$ cat config.mk
export PLATFORM = sky130hd
export DESIGN_NAME = shiftreg_arb_ctrl
export DESIGN_NICKNAME = d
export VERILOG_FILES = /design/src/rtl/shiftreg_arb_ctrl.sv
export SDC_FILE = /design/constraint.sdc
export NUM_CORES = 1
export LEC_CHECK = 0
export CORE_MARGIN = 3
export CORE_UTILIZATION = 50
export DETAILED_ROUTE_END_ITERATION = 10
export GPL_TIMING_DRIVEN = 1
export PLACE_DENSITY = 0.81
export RECOVER_POWER = 50
export SLEW_MARGIN = 20
export SYNTH_ARGS = -nofsm -noshare
export SYNTH_HDL_FRONTEND = slang
export SYNTH_SLANG_ARGS = --single-unit
$ cat constraint.sdc
create_clock -name clk -period 3.05 [get_ports clk]
set_input_delay 0.4575 -clock clk [delete_from_list [all_inputs] [get_ports clk]]
set_output_delay 0.4575 -clock clk [all_outputs]
set_load 0.05 [all_outputs]
$ cat src/rtl/shiftreg_arb_ctrl.sv
`default_nettype none
// ============================================================================
// Module   : shiftreg_arb_ctrl
// Purpose  : Round-robin arbiter and serializer that owns a single serial
//            shift path shared by two requesters. The winner's parallel word
//            is captured and shifted out LSB-first, one bit per clock, with a
//            valid qualifier, followed by a programmable idle gap.
// Params   : WIDTH - data bits per word (>= 2)
//            GAP   - idle cycles after each word (>= 0)
// Ports    : clk, rst          - clock (rising edge), async active-high reset
//            req0/data0        - requester 0 request and word
//            req1/data1        - requester 1 request and word
//            ack0/ack1         - one-cycle capture pulse per requester
//            ser_out/ser_valid - serial bit and its qualifier
//            busy              - controller is not idle
//            done              - one-cycle pulse after the last serial bit
//            owner             - requester of the current/last word
// Macro    : SHIFTREG_ARB_PARITY_EN - when defined, an even-parity bit is
//            appended after the data bits of every word.
// Revision : 1.0 - initial release
// ============================================================================
module shiftreg_arb_ctrl #(
  parameter int WIDTH = 4,
  parameter int GAP   = 1
) (
  input  logic             clk,
  input  logic             rst,
  input  logic             req0,
  input  logic [WIDTH-1:0] data0,
  input  logic             req1,
  input  logic [WIDTH-1:0] data1,
  output logic             ack0,
  output logic             ack1,
  output logic             ser_out,
  output logic             ser_valid,
  output logic             busy,
  output logic             done,
  output logic             owner
);

`ifdef SHIFTREG_ARB_PARITY_EN
  localparam int c_NBITS = WIDTH + 1;
`else
  localparam int c_NBITS = WIDTH;
`endif
  localparam int c_CW = $clog2(c_NBITS);
  localparam int c_GW = (GAP > 1) ? $clog2(GAP) : 1;
  localparam logic [c_CW-1:0] c_CNT_LAST = c_CW'(c_NBITS - 1);
  localparam logic [c_GW-1:0] c_GAP_LAST = c_GW'((GAP > 0) ? (GAP - 1) : 0);

  typedef enum logic [1:0] {
    ST_IDLE  = 2'd0,
    ST_SHIFT = 2'd1,
    ST_GAP   = 2'd2
  } state_t;

  state_t             state_q;
  logic [c_NBITS-1:0] shreg_q;
  logic [c_CW-1:0]    cnt_q;
  logic [c_GW-1:0]    gap_cnt_q;
  logic               last_q;
  logic               ack0_q;
  logic               ack1_q;
  logic               ser_out_q;
  logic               ser_valid_q;
  logic               busy_q;
  logic               done_q;
  logic               owner_q;

  logic               w_pick1;
  logic [WIDTH-1:0]   w_data;
  logic [c_NBITS-1:0] w_load;
  logic               w_last_bit;
  logic               w_gap_end;
  logic               w_free;
  logic               w_grant;

  always_comb begin
    // Requester 1 wins when alone, or on a tie when requester 0 was served last.
    w_pick1    = req1 & (~req0 | ~last_q);
    w_data     = w_pick1 ? data1 : data0;
`ifdef SHIFTREG_ARB_PARITY_EN
    w_load     = {^w_data, w_data};
`else
    w_load     = w_data;
`endif
    w_last_bit = (state_q == ST_SHIFT) && (cnt_q == c_CNT_LAST);
    w_gap_end  = (state_q == ST_GAP) && (gap_cnt_q == c_GAP_LAST);
    // The edge that ends a word (GAP=0) or ends the gap acts as an IDLE edge,
    // so the next grant can land there and keep the serial stream contiguous.
    w_free     = (state_q == ST_IDLE) || w_gap_end || (w_last_bit && (GAP == 0));
    w_grant    = w_free && (req0 || req1);
  end

  always_ff @(posedge clk or posedge rst) begin
    if (rst) begin
      state_q     <= ST_IDLE;
      shreg_q     <= '0;
      cnt_q       <= '0;
      gap_cnt_q   <= '0;
      last_q      <= 1'b1;
      ack0_q      <= 1'b0;
      ack1_q      <= 1'b0;
      ser_out_q   <= 1'b0;
      ser_valid_q <= 1'b0;
      busy_q      <= 1'b0;
      done_q      <= 1'b0;
      owner_q     <= 1'b0;
    end else begin
      ack0_q <= 1'b0;
      ack1_q <= 1'b0;
      done_q <= w_last_bit;
      if (w_grant) begin
        state_q     <= ST_SHIFT;
        shreg_q     <= w_load;
        cnt_q       <= '0;
        ser_out_q   <= w_load[0];
        ser_valid_q <= 1'b1;
        busy_q      <= 1'b1;
        ack0_q      <= ~w_pick1;
        ack1_q      <= w_pick1;
        owner_q     <= w_pick1;
        last_q      <= w_pick1;
      end else begin
        case (state_q)
          ST_SHIFT: begin
            if (w_last_bit) begin
              ser_out_q   <= 1'b0;
              ser_valid_q <= 1'b0;
              if (GAP == 0) begin
                state_q <= ST_IDLE;
                busy_q  <= 1'b0;
              end else begin
                state_q   <= ST_GAP;
                gap_cnt_q <= '0;
              end
            end else begin
              // ser_out mirrors shreg[0] after the shift, registered directly.
              shreg_q   <= shreg_q >> 1;
              ser_out_q <= shreg_q[1];
              cnt_q     <= cnt_q + c_CW'(1);
            end
          end
          ST_GAP: begin
            if (w_gap_end) begin
              state_q <= ST_IDLE;
              busy_q  <= 1'b0;
            end else begin
              gap_cnt_q <= gap_cnt_q + c_GW'(1);
            end
          end
          default: begin
            state_q     <= ST_IDLE;
            ser_out_q   <= 1'b0;
            ser_valid_q <= 1'b0;
            busy_q      <= 1'b0;
          end
        endcase
      end
    end
  end

  assign ack0      = ack0_q;
  assign ack1      = ack1_q;
  assign ser_out   = ser_out_q;
  assign ser_valid = ser_valid_q;
  assign busy      = busy_q;
  assign done      = done_q;
  assign owner     = owner_q;

endmodule
`default_nettype wire

==> impl_metrics.env, run 1 <==
export IMPL_outcome="complete, no violations"
export IMPL_cts_resized=0
export IMPL_synth_cells=77
export IMPL_maxCapViolations=0
export IMPL_largest_register_ffs=3
export IMPL_regMostFlops="shreg_q"
export IMPL_cp_max_fo=7
export IMPL_areaGrowthSynthToFinish_pct=28.6
export IMPL_synth_edf_count=0
export IMPL_p_sw_share_pct=43.2
export IMPL_cts_tree="done"
export IMPL_dp_hpwl_um=1090
export IMPL_hp_class="flip-flop to flip-flop"
export IMPL_path_buf_inv=1
export IMPL_seqPwrFrac_pct=33.8
export IMPL_grt_pass1_vias=584
export IMPL_ir_drop_mv=0.574
export IMPL_grt_ovfl_total=0
export IMPL_cts_root_buf="clkbuf_4"
export IMPL_p_per_area_mw_per_mm2=1020
export IMPL_grtUsageTotal_pct=16.1
export IMPL_finalCriticalPeriod_ps=1910
export IMPL_slowest_stage="o21ai_0"
export IMPL_startpoint_type="flip-flop"
export IMPL_ctsHoldBuffers=0
export IMPL_diodes=0
export IMPL_htreeDepth=1
export IMPL_p_leak_nw=0.436
export IMPL_skew_ps=6.72
export IMPL_grtUsageMet3_pct=3.98
export IMPL_busiest_layer="met2"
export IMPL_drt_initial_drc_count=11
export IMPL_finalSetupViolations=0
export IMPL_fin_cells=112
export IMPL_io_buffer_count=18
export IMPL_grt_util_met2_pct=27.4
export IMPL_cts_setup_buffers=0
export IMPL_critical_path_class="flip-flop to flip-flop"
export IMPL_grt_setup_unrepaired="false"
export IMPL_core_mm2=0.00137
export IMPL_p_int_w=0.000571
export IMPL_clock_sinks=16
export IMPL_slew_viol_final=0
export IMPL_hold_worst_slack_ps=502
export IMPL_final_common_cell="clkdlybuf4s50_1"
export IMPL_drive_gt1_share_pct=8.25
export IMPL_worst_slew_pin_slew_ps=658
export IMPL_clk_pin_slew_ps=100
export IMPL_detail_route_vias_per_cell=5.52
export IMPL_required_ps=3270
export IMPL_ys_warn_count=0
export IMPL_dr_pass1_iters=4
export IMPL_clock_path_buffers=2
export IMPL_use_met1_pct=19.9
export IMPL_power_share_clock_pct=14.2
export IMPL_synth_seq_area_share_pct=52.5
export IMPL_p_comb_share_pct=52.1
export IMPL_reg_top3="shreg_q: 3 flops, cnt_q: 2 flops, state_q: 2 flops"
export IMPL_die_area_mm2=0.00203
export IMPL_wl_per_cell_um=13.1
export IMPL_postRouteAntennaNets=0
export IMPL_grt_pass1_wl_um=2400
export IMPL_crit_top_cell="o21ai_0"
export IMPL_grt_max_degree=17
export IMPL_fp_row_count=13
export IMPL_async_flop_share_pct=100
export IMPL_netlist_area_um2=764
export IMPL_ys_flop_type="dfrtp_1"
export IMPL_period_share_pct=62.6
export IMPL_hold_viol=0
export IMPL_num_vias=618
export IMPL_critPathCaptureType="flip-flop"
export IMPL_crit_chain="inv_1, ha_1, nor2b_1, o21ai_0, o21ai_0, a31oi_1"
export IMPL_drt_wl_total_um=1470
export IMPL_ys_types=26
export IMPL_clock_latency_ps=290
export IMPL_p_sw_w=0.000434
export IMPL_fp_dieH_um=45.1
export IMPL_numCtsBuffers=3
export IMPL_max_freq_ghz=0.523
export IMPL_synth_nets=93
export IMPL_max_slew_margin_rel_pct=55.7
export IMPL_drc=0
export IMPL_avgSynthCellArea_um2=9.93
export IMPL_slowest_delay_ps=540
export IMPL_initial_core_util_pct=56.0
export IMPL_layout_common_cells="clkdlybuf4s50_1 (17), dfrtp_1 (15), nand2_1 (10)"
export IMPL_pin_count=19
export IMPL_place_inst=108
export IMPL_die_x_um=45.1
export IMPL_arrival_ps=2130
export IMPL_fin_setup_tns_ps=0
export IMPL_fin_nets=114
export IMPL_gp_congestion=0.833
export IMPL_utilization_pct=72.0
export IMPL_ys_seq_elements=16
export IMPL_crit_family="compound AO/OA/AOI/OAI gates"
export IMPL_antenna_found_initial=0
cell type report:
cell class              instances  area (um^2)
flip-flops and latches         16          402
fillers                       123          383
multi-input cells              53          324
repair buffers                 18          180
clock buffers                   4         36.3
inverters                       6         22.5
well taps                      15         18.8
path summary, 6_finish.rpt:
check,start,endpoint,slack (ps),cells past startpoint
worst min-delay path,owner,owner,500,2
worst min register to register,owner,owner,500,2
min in group asynchronous,rst,ser_valid,650,2
max in group asynchronous,rst,ser_out,2000,2
worst max register to register,state_q[0],shreg_q[1],1140,6
worst max-delay path,state_q[0],shreg_q[1],1140,6
Yosys cell counts (3+ instances only):
| master | count | area [um^2] |
|---|---|---|
| a21oi_1 | 7 | 35.0 |
| a31oi_1 | 3 | 18.8 |
| dfrtp_1 | 15 | 375 |
| ha_1 | 4 | 50.1 |
| inv_1 | 6 | 22.5 |
| nand2_1 | 10 | 37.5 |
| nand4_1 | 3 | 18.8 |
| nor2_1 | 5 | 18.8 |
| nor3_1 | 3 | 15.0 |
| o21ai_0 | 5 | 25.0 |
worst reg2reg max path, delay by kind of cell (launching register included):
family	cells	cell delay (ps)
adders and majority gates	1	270
DFF	1	360
buffers and inverters	1	70
and+or+nand+nor	1	200
AOI/OAI and AO/OA	3	930
metal layers:
layer,vias to the layer above,share of wire [%]
met5,-,0
met4,0,1.7
met3,6,6.3
met2,22,46
met1,285,46
li1,305,-
power by group through the flow:
stage               clock, W  combinational (W)  sequential [W]
CTS                 0.000144           0.000529        0.000339
finish              0.000142           0.000523        0.000339
global route        0.000151           0.000568        0.000349
floorplan                  0           0.000265        0.000464
global placement           0           0.000522        0.000342
detailed placement         0           0.000527        0.000343
cell families after synthesis:
logic type / after synthesis / synth area share [%]
buffers and inverters: 8 / 4.09
XOR/XNOR: 1 / 1.15
flip-flops: 16 / 52.5
adder cells (fa/ha/maj): 4 / 6.55
AND/OR/NAND/NOR: 29 / 20.5
AO/OA/AOI/OAI: 19 / 15.2
through the flow:
stage / power [W] / setup WS [ps] / cell area (um^2)
finish: 0.00100 / 1140 / 983
global route: 0.00107 / 991 / 983
CTS: 0.00101 / 1140 / 991
detailed placement: 0.000870 / 1030 / 955
global placement: 0.000864 / 1130 / 955
floorplan: 0.000728 / 1430 / 764
Note: power is estimated with default switching activity, not from simulation.
==> run 2: changes to the inputs <==
- CORE_UTILIZATION: 50 -> 46
- PLACE_DENSITY: 0.81 -> 0.75
- clock period: 3.05 -> 1.9 ns (I/O delays scaled with it)
==> impl_metrics.env, run 2 (same netlist as run 1, synthesis figures left out) <==
export IMPL_clock_sinks=16
export IMPL_drive_gt1_share_pct=10.1
export IMPL_grtUsageTotal_pct=17.0
export IMPL_fin_nets=116
export IMPL_io_buffer_count=18
export IMPL_gp_congestion=0.786
export IMPL_reg2reg_depth=6
export IMPL_grt_pass1_wl_um=2620
export IMPL_startpoint_type="flip-flop"
export IMPL_core_mm2=0.00154
export IMPL_reg_top3="shreg_q: 3 flops, cnt_q: 2 flops, state_q: 2 flops"
export IMPL_ir_drop_mv=1.00
export IMPL_skew_ps=3.26
export IMPL_fp_row_count=14
export IMPL_clock_latency_ps=280
export IMPL_cp_max_fo=2
export IMPL_grt_max_degree=17
export IMPL_crit_family="buffers and inverters"
export IMPL_largest_register_ffs=3
export IMPL_grt_pass1_vias=574
export IMPL_clk_pin_slew_ps=100
export IMPL_slowest_delay_ps=810
export IMPL_finalSetupViolations=0
export IMPL_initial_core_util_pct=49.6
export IMPL_cts_tree="done"
export IMPL_grt_ovfl_total=0
export IMPL_pre_cts_slack_ps=97.6
export IMPL_max_freq_ghz=0.576
export IMPL_finalCriticalPeriod_ps=1740
export IMPL_worst_slew_pin_slew_ps=611
export IMPL_dp_hpwl_um=1190
export IMPL_grt_setup_unrepaired="false"
export IMPL_htreeDepth=1
export IMPL_wl_per_cell_um=13.8
export IMPL_critical_path_class="flip-flop to primary output"
export IMPL_slowest_stage="clkdlybuf4s50_1"
export IMPL_hold_viol=0
export IMPL_detail_route_vias_per_cell=5.48
export IMPL_drt_wl_total_um=1590
export IMPL_slew_viol_final=0
export IMPL_hp_class="input pin to async pin"
export IMPL_place_area_um2=971
export IMPL_fin_setup_tns_ps=0
export IMPL_num_vias=630
export IMPL_antenna_found_initial=0
export IMPL_arrival_ps=1450
export IMPL_path_buf_inv=1
export IMPL_die_x_um=46.8
export IMPL_finalInstanceArea_mm2=0.00100
export IMPL_layout_common_cells="clkdlybuf4s50_1 (17), dfrtp_1 (15), nand2_1 (10)"
export IMPL_numCtsBuffers=3
export IMPL_fp_dieH_um=46.8
export IMPL_period_share_pct=91.4
export IMPL_maxCapViolations=0
export IMPL_fin_ws_ps=163
export IMPL_required_ps=1620
export IMPL_cts_root_buf="clkbuf_4"
export IMPL_p_per_area_mw_per_mm2=1630
export IMPL_crit_chain="clkdlybuf4s50_1"
export IMPL_drc=0
export IMPL_diodes=0
export IMPL_pin_count=19
export IMPL_crit_reg2reg_launch="state_q[0]"
export IMPL_outcome="complete, no violations"
export IMPL_p_leak_nw=0.444
export IMPL_die_area_mm2=0.00219
export IMPL_drt_initial_drc_count=16
export IMPL_areaGrowthSynthToFinish_pct=31.4
export IMPL_critPathCaptureType="primary output"
export IMPL_regMostFlops="shreg_q"
export IMPL_r2r_end="shreg_q[2]"
export IMPL_rrSetupSlack_ps=210
export IMPL_max_slew_margin_rel_pct=59.2
export IMPL_dr_pass1_iters=4
export IMPL_clock_path_buffers=2
export IMPL_postRouteAntennaNets=0
export IMPL_final_common_cell="clkdlybuf4s50_1"
run 2: what timing repair did:
item,4_1_cts,5_1_grt
setup buffers,0,0
resized for setup,0,1
setup endpoints to repair,0,1
hold buffers,0,0
run 2: power by group:
part	total, W	switching [W]	internal (W)
combinational	0.000864	0.000536	0.000328
clock	0.000229	0.000112	0.000117
sequential	0.000548	0.0000673	0.000481
run 2: metrics by stage:
stage | cells | power [W] | hold WS (ps) | util (%)
CTS | 115 | 0.00166 | 402 | 65.3
floorplan | 77 | 0.00117 | 198 | -
global placement | 111 | 0.00141 | 498 | 63.0
detailed placement | 111 | 0.00143 | 506 | 63.0
global route | 115 | 0.00175 | 543 | 65.2
finish | 115 | 0.00164 | 518 | 65.2
run 2: worst max-delay path by stage:
stage	slack [ps]	endpoint	cells past startpoint	startpoint
after CTS	150	owner	1	owner
after global routing	110	owner	1	owner
after global placement	150	shreg_q[2]	5	req1
final	160	owner	1	owner
after detailed placement	100	shreg_q[1]	5	req1
after floorplan	280	shreg_q[2]	6	state_q[0]
run 2: cell type report:
cell class / instances / area [um^2]
multi-input combinational: 53 / 329
clock buffer: 4 / 36.3
inverter: 6 / 22.5
sequential: 16 / 402
tap: 16 / 20.0
timing repair buffer: 20 / 195
fill: 132 / 537
run 2: metal layers:
layer	up-vias	track usage [%]	part of all wire [%]
met4	0	6.63	0.57
met1	296	23.0	46
met2	21	27.1	49
li1	311	-	-
met5	-	0	0
met3	2	2.68	4.2
